File: src/rtl/nibble_add_pkg.sv
// Shared definitions for the nibble-serial add/sub arbiter: FSM encoding and slice geometry.
package nibble_add_pkg;

    localparam int NIBBLES_DEFAULT = 4;
    localparam int NIB_W           = 4;

    typedef enum logic [1:0] {
        IDLE = 2'd0,
        RUN  = 2'd1,
        DONE = 2'd2
    } state_t;

endpackage

File: src/rtl/rca4.sv
// Combinational 4-bit ripple-carry slice; the only adder on the operand path.
module rca4 (
    input  logic [3:0] a,
    input  logic [3:0] b,
    input  logic       cin,
    output logic [3:0] s,
    output logic       cout
);

    logic [4:0] c;

    always_comb begin
        s    = '0;
        c    = '0;
        c[0] = cin;
        for (int i = 0; i < 4; i++) begin
            s[i]     = a[i] ^ b[i] ^ c[i];
            c[i + 1] = (a[i] & b[i]) | (c[i] & (a[i] ^ b[i]));
        end
    end

    assign cout = c[4];

endmodule

File: src/rtl/nibble_add_arbiter.sv
// Two-requester round-robin arbiter feeding a nibble-serial adder/subtractor built on one shared rca4 slice.
module nibble_add_arbiter
    import nibble_add_pkg::*;
#(
    parameter int NIBBLES = NIBBLES_DEFAULT
) (
    input  logic                   clock,
    input  logic                   reset,
    input  logic                   req0_valid,
    output logic                   req0_ready,
    input  logic [4*NIBBLES-1:0]   req0_a,
    input  logic [4*NIBBLES-1:0]   req0_b,
    input  logic                   req0_sub,
    input  logic                   req1_valid,
    output logic                   req1_ready,
    input  logic [4*NIBBLES-1:0]   req1_a,
    input  logic [4*NIBBLES-1:0]   req1_b,
    input  logic                   req1_sub,
    output logic                   res_valid,
    input  logic                   res_ready,
    output logic                   res_id,
    output logic [4*NIBBLES-1:0]   res_sum,
    output logic                   res_cout,
    output logic                   res_ovf
);

    localparam int DATA_W = NIB_W * NIBBLES;
    localparam int IDX_W  = (NIBBLES > 1) ? $clog2(NIBBLES) : 1;
    localparam logic [IDX_W-1:0] IDX_LAST = IDX_W'(NIBBLES - 1);

    function automatic logic signed_ovf(input logic a_msb, input logic b_msb, input logic s_msb);
        return (a_msb == b_msb) && (s_msb != a_msb);
    endfunction

    state_t                     state_q, state_d;
    logic                       gnt_id;
    logic                       accept;
    logic                       last_nib;

    logic signed [DATA_W-1:0]   a_p0, b_p0;
    logic                       carry_p0;
    logic [IDX_W-1:0]           idx_p0;
    logic                       prio_p0;

    logic signed [DATA_W-1:0]   sum_p1;
    logic                       cout_p1, ovf_p1, id_p1;

    logic [IDX_W+1:0]           nib_sh;
    logic [NIB_W-1:0]           slice_a, slice_b, slice_s;
    logic                       slice_c;

    // Arbitration and next-state: prio_p0 names the requester favoured on a tie.
    always_comb begin
        state_d    = state_q;
        gnt_id     = 1'b0;
        req0_ready = 1'b0;
        req1_ready = 1'b0;
        if (req0_valid && req1_valid) begin
            gnt_id = prio_p0;
        end else if (req1_valid) begin
            gnt_id = 1'b1;
        end
        case (state_q)
            IDLE: begin
                if (!reset) begin
                    req0_ready = req0_valid && !gnt_id;
                    req1_ready = req1_valid &&  gnt_id;
                    if (req0_ready || req1_ready) state_d = RUN;
                end
            end
            RUN:     if (last_nib) state_d = DONE;
            DONE:    if (res_ready) state_d = IDLE;
            default: state_d = IDLE;
        endcase
        if (reset) state_d = IDLE;
    end

    always_ff @(posedge clock) begin
        if (reset) state_q <= IDLE;
        else       state_q <= state_d;
    end

    assign accept   = req0_ready || req1_ready;
    assign last_nib = (idx_p0 == IDX_LAST);
    assign nib_sh   = {idx_p0, 2'b00};
    assign slice_a  = a_p0[nib_sh +: NIB_W];
    assign slice_b  = b_p0[nib_sh +: NIB_W];

    rca4 u_slice (
        .a    (slice_a),
        .b    (slice_b),
        .cin  (carry_p0),
        .s    (slice_s),
        .cout (slice_c)
    );

    // Stage p0: operand capture, subtrahend already inverted so the slice only ever adds.
    always_ff @(posedge clock) begin
        if (accept) begin
            a_p0 <= gnt_id ? req1_a : req0_a;
            if (gnt_id) b_p0 <= req1_sub ? ~req1_b : req1_b;
            else        b_p0 <= req0_sub ? ~req0_b : req0_b;
        end
    end

    // Stage p1: one nibble of result per RUN edge; flags taken from the final slice.
    always_ff @(posedge clock) begin
        if (reset) begin
            carry_p0 <= 1'b0;
            idx_p0   <= '0;
            prio_p0  <= 1'b0;
            sum_p1   <= '0;
            cout_p1  <= 1'b0;
            ovf_p1   <= 1'b0;
            id_p1    <= 1'b0;
        end else if (accept) begin
            carry_p0 <= gnt_id ? req1_sub : req0_sub;
            idx_p0   <= '0;
            prio_p0  <= ~gnt_id;
            id_p1    <= gnt_id;
        end else if (state_q == RUN) begin
            sum_p1[nib_sh +: NIB_W] <= slice_s;
            carry_p0 <= slice_c;
            idx_p0   <= idx_p0 + 1'b1;
            if (last_nib) begin
                cout_p1 <= slice_c;
                ovf_p1  <= signed_ovf(a_p0[DATA_W-1], b_p0[DATA_W-1], slice_s[NIB_W-1]);
            end
        end
    end

    assign res_valid = (state_q == DONE);
    assign res_id    = id_p1;
    assign res_sum   = sum_p1;
    assign res_cout  = cout_p1;
    assign res_ovf   = ovf_p1;

endmodule

File: config.mk
export PLATFORM = sky130hd
export DESIGN_NAME = nibble_add_arbiter
export DESIGN_NICKNAME = d
export VERILOG_FILES = /design/src/rtl/nibble_add_pkg.sv /design/src/rtl/rca4.sv /design/src/rtl/nibble_add_arbiter.sv
export SDC_FILE = /design/constraint.sdc
export NUM_CORES = 1
export LEC_CHECK = 0
export BUFFER_PORTS_ARGS = -buffer_cell sky130_fd_sc_hd__buf_4
export CAP_MARGIN = 20
export CORE_ASPECT_RATIO = 1.1
export CORE_MARGIN = 3
export CORE_UTILIZATION = 39
export CTS_CLUSTER_DIAMETER = 40
export DETAILED_ROUTE_END_ITERATION = 8
export HOLD_SLACK_MARGIN = 0.08
export SLEW_MARGIN = 15
export SYNTH_ARGS = -nofsm -noshare
export SYNTH_HDL_FRONTEND = slang
export SYNTH_SLANG_ARGS = --single-unit
File: constraint.sdc
create_clock -name clock -period 4.25 [get_ports clock]
set_input_delay 0.425 -clock clock [delete_from_list [all_inputs] [get_ports clock]]
set_output_delay 0.425 -clock clock [all_outputs]
set_load 0.03 [all_outputs]
## Word level (Yosys, flattened, before mapping)

Index checks and enable logic that the tools add are counted.

| word-level totals | value |
|---|---|
| memories | 0 |
| input port bits | 71 |
| memory bits (writable) | 0 |
| bits in read-only memories | 0 |
| logic and storage cells | 79 |
| register bits | 57 |
| latch bits | 0 |

| cells by class | value |
|---|---|
| multiply operators | 0 |
| shift-type cells | 4 |
| reduce and logical (&&, ||, !) cells | 13 |
| mux-type cells | 18 |
| $add $sub $neg | 2 |
| $lt $le $gt $ge | 0 |
| divide/modulo/power cells | 0 |
| eq/ne operators | 8 |
| bitwise gates (word level) | 24 |

Operators with widths:

| kind | count |
|---|---|
| $mux W16 | 4 |
| $not A16 Y16 | 2 |
| $shiftx A16 B5 Y4 | 2 |
| $bwmux W16 | 1 |
| $shift A4 B6 Y16 const A | 1 |
| $shiftx A4 B6 Y16 | 1 |
| $mux W1 | 9 |
| $and A1 B1 Y1 | 8 |
| $xor A1 B1 Y1 | 8 |
| $mux W2 | 3 |
| $neg A4 Y6 | 1 |
| $pmux W2 S3 | 1 |
| $reduce_and A3 Y1 | 2 |
| $eq A2 B2 Y1 const B | 2 |
| $logic_and A1 B1 Y1 | 4 |
| $ne A2 B2 Y1 const B | 2 |
| $or A1 B1 Y1 | 4 |
| $add A2 B1 Y2 const B | 1 |
| $eq A2 B1 Y1 const B | 1 |
| $logic_not A2 Y1 | 1 |
| $logic_or A1 B1 Y1 | 2 |
| $ne A2 B1 Y1 const B | 1 |
| $not A1 Y1 | 2 |
| $reduce_and A2 Y1 | 1 |
| other kinds (5) | 5 |

## Depth between registers and ports, before layout

| depth | value |
|---|---|
| depth after elaboration | 12 |
| mapped depth | 12 |

## Modules after synthesis

A second synthesis with hierarchy kept.

| unflattened totals | value |
|---|---|
| cell total of the unflattened synthesis | 265 |
| area total of the unflattened synthesis | 3060.4 µm² |

By module, submodules not included:

| module | cells an instance | sequential area each (µm²) | area an instance (µm²) | times used |
|---|---|---|---|---|
| nibble_add_arbiter | 251 | 1461.4 | 2942.8 | 1 |
| rca4 | 14 | 0.0 | 117.6 | 1 |

## Worst setup path after synthesis

Ideal clock, no wire load.

| path | value |
|---|---|
| path kind | reg-to-reg |
| start point | reg idx_p0[0] |
| end point | reg ovf_p1 (netlist: res_ovf) |
| stages on the path, launching flop included | 13 |
| data arrival time | 2.951 ns |
| library setup time | 0.086 ns |
| required time | 4.164 ns |
| slack | 1.213 ns |
| path through | dfxtp_1 -> buf_2 -> mux4_2 -> inv_1 -> fa_1 -> inv_1 -> fa_1 -> inv_1 -> fa_1 -> inv_1 -> fa_1 -> nand3b_1 -> a211oi_1 |

| between the ends | value |
|---|---|
| word-level cells in the longest chain between the ends | 11 |

Ends and longest elaborated chain:

| what | RTL line | text |
|---|---|---|
| start: declaration | nibble_add_arbiter.sv:42 | `logic [IDX_W-1:0] idx_p0;` |
| start signal: assignment | nibble_add_arbiter.sv:124 | `idx_p0 <= idx_p0 + 1'b1;` |
| $shiftx A16 B5 Y4, on equally long branches | nibble_add_arbiter.sv:86, nibble_add_arbiter.sv:87 |  |
| $xor A1 B1 Y1 | rca4.sv:18 | `c[i + 1] = (a[i] & b[i]) \| (c[i] & (a[i] ^ b[i]));` |
| $and A1 B1 Y1 | rca4.sv:18 |  |
| $or A1 B1 Y1 | rca4.sv:18 |  |
| $and A1 B1 Y1 | rca4.sv:18 |  |
| $or A1 B1 Y1 | rca4.sv:18 |  |
| $and A1 B1 Y1 | rca4.sv:18 |  |
| $or A1 B1 Y1 | rca4.sv:18 |  |
| $xor A1 B1 Y1 | rca4.sv:17 | `s[i] = a[i] ^ b[i] ^ c[i];` |
| $ne A1 B1 Y1 | nibble_add_arbiter.sv:32 | `return (a_msb == b_msb) && (s_msb != a_msb);` |
| $logic_and A1 B1 Y1 | nibble_add_arbiter.sv:32 |  |
| end signal: assignment | nibble_add_arbiter.sv:127 | `ovf_p1 <= signed_ovf(a_p0[DATA_W-1], b_p0[DATA_W-1], slice_s[NIB_W-1]);` |
| end: declaration | nibble_add_arbiter.sv:46 | `logic cout_p1, ovf_p1, id_p1;` |

Parallel ways exist; a longest one is shown, timed or not.
A chain may end at the register's enable or synchronous reset.

## Final worst setup path

Same ends and word-level chain as after synthesis.

==> metrics.yaml <==
status: "finished clean"
fin_crit_ps: 3220
hold_path_depth: 3
wirelength_um: 6510
drcViolationCount: 0
max-cap-violations: 0
finalHoldViolCount: 0
synth_commonest_cells: "33 x xnor2_1, 32 x edfxtp_1, 25 x dfxtp_1"
ctsRootBufferMaster: "clkbuf_8"
combPwrFrac: 0.227
nFillCells: 698
htree_levels: 3
tritoncts: "yes"
ys_seq_area_frac: 0.467
die_h_um: 99.9
synth.distinct_cells: 39
synth.ff_latch_count: 57
grt_setup_unrepaired: "no"
grt_pass1_vias: 2309
cts_setup_buffers: 0
synth_nets: 337
yosysTopAreaCellShare: 0.307
synth_edf_count: 32
synth-main-ff-cell: "edfxtp_1"
hpwlAfterDp_um: 5000
yosysMostFrequentCell: "xnor2_1"
fp-row-count: 33
syn_avg_cell_area_um2: 12.2
syn-instance-count: 256
cts.path.max_buffers: 2
port_buffers: 92
setup-violations-final: 0
tightest_slew_ps: 903
dieArea_um2: 9130
clkSinkCount: 57
clkLatencyLatePin_ps: 330
endpoint_kind: "register"
slew_headroom: 0.397
stdcell_count: 457
ir_drop_v: 0.000132
drive_above_1_share: 0.392
ys_warn_count: 0
path_class: "register to register"
fmax_mhz: 311
p_sw_mw: 0.364
hold_path_class: "input pin to register"
core_area_um2: 7640
critPathLaunchType: "register"
pre_cts_ws_ps: 1010
ctsResizeCount: 0
p_sw_frac: 0.265
nNetsFinal: 428
fin_setup_tns_ps: 0
antenna_found_initial: 0
grt_overflow_total: 0
p_int_mw: 1.01
num_antenna_cells: 0
firstDrtPassIters: 4
place_congestion: 0.763
share_seq_of_total_power: 0.465
dp.cells: 441
power_frac_clock: 0.308
yosysTopAreaCell: "edfxtp_1"
path_clk_slew_ps: 60
viasPerCell: 4.82
drtIter0Drc: 96
fin_util: 0.532
period_share: 0.757
wl_per_cell_um: 14.3
synth_area_um2: 3130
finClkSkew_ps: 7.66
antenna_left: 0
worstPathMaxFanout: 13
grt_first_pass_wirelength_um: 10800
r2r_cells: 12
cp.required_ps: 4500
p_leak_nw: 1.64
start_util: 0.409
die_w_um: 91.4
syn_to_final_growth_pct: 30.0
netlist_top_cells_area: "edfxtp_1 31%, dfxtp_1 16%, xnor2_1 9.2%"
globalRouteTotalUtil: 0.150
grt_max_degree: 36
cellPowerDensity_nw_per_um2: 338
num_vias: 2205
numCtsBuffers: 9
cp.arrival_ps: 3460
postSynth.asyncResetShare: 0
ios: 93
cts_hold_buf: 0
setup_ws_ps: 1030
slew_violations: 0
## layout make-up
| cell class | count | area (µm²) | share of cell area |
|---|---|---|---|
| inverter | 15 | 56.3 | 0.0139 |
| tap | 105 | 131 | 0.0323 |
| clock buffer | 15 | 156 | 0.0385 |
| clock inverter | 1 | 5.00 | 0.00123 |
| multi-input combinational | 168 | 1530 | 0.377 |
| sequential | 57 | 1460 | 0.360 |
| timing repair buffer | 96 | 721 | 0.177 |
## cell usage in the layout (no fill, tap or decap), drive strengths merged, types with 4 or more instances in the layout
cell,n
inv,15
nand2,9
ha,6
o32ai,4
nor3,4
fa,4
mux2i,17
nand2b,6
dfxtp,25
mux4,8
nand3b,5
a32oi,9
clkbuf,15
a21oi,10
nor2b,4
or3,4
edfxtp,32
nor2,13
mux2,16
xnor2,33
buf,96
## stage by stage
stage	hold WS [ps]	area [µm²]	total power, mW
floorplan	558	3130	0.851
global placement	441	3900	0.966
detailed placement	446	3900	0.965
CTS	358	4060	1.39
global route	383	4060	1.45
finish	361	4060	1.37
## power groups by stage
stage                     clock, mW  combinational [mW]  sequential [mW]
after floorplan                   0               0.199            0.652
after global placement            0               0.316            0.650
after detailed placement          0               0.315            0.650
after CTS                     0.432               0.317            0.639
after global routing          0.459               0.345            0.641
final                         0.423               0.312            0.638
## path summary, 6_finish.rpt
path | startpoint | endpoint | slack (ps)
worst max-delay path | idx_p0[0] | res_ovf | 1030
worst min-delay path | res_ready | state_q[1] | 360
worst max register to register | idx_p0[0] | res_ovf | 1030
worst min register to register | res_sum[5] | res_sum[5] | 450
## metal layers
layer	global-route usage	wire length, µm	up-vias	share of wire
met5	0	0	-	0
met4	0.0661	89	0	0.014
met3	0.0367	315	7	0.048
met2	0.255	3280	59	0.50
met1	0.181	2830	1026	0.43
li1	-	-	1113	-
## logic make-up (layout without fill, tap and decap cells)
| logic type | count (synthesis) | after routing | synth area share |
|---|---|---|---|
| xor gates and xnor gates | 33 | 33 | 0.0924 |
| muxes | 41 | 41 | 0.170 |
| AOI/OAI and AO/OA | 28 | 28 | 0.0720 |
| and+or+nand+nor | 56 | 56 | 0.105 |
| adders and majority gates | 10 | 10 | 0.0496 |
| buffers and inverters | 31 | 127 | 0.0440 |
| DFF | 57 | 57 | 0.467 |
## state kept, by name (all words and copies together), names as in the netlist
name	count
carry_p0	1
res_sum	16
prio_p0	1
res_ovf	1
res_id	1
b_p0	16
idx_p0	2
a_p0	16
state_q	2
res_cout	1
## critical path, stage by stage (launching register included)
cell	delay, ps
dfxtp_1	480
buf_4	280
mux4_2	520
inv_1	80
fa_1	150
inv_1	50
fa_1	350
inv_1	80
fa_1	150
inv_1	50
fa_1	560
nand3b_1	200
a211oi_1	180
Power figures use the tool's default switching activity.
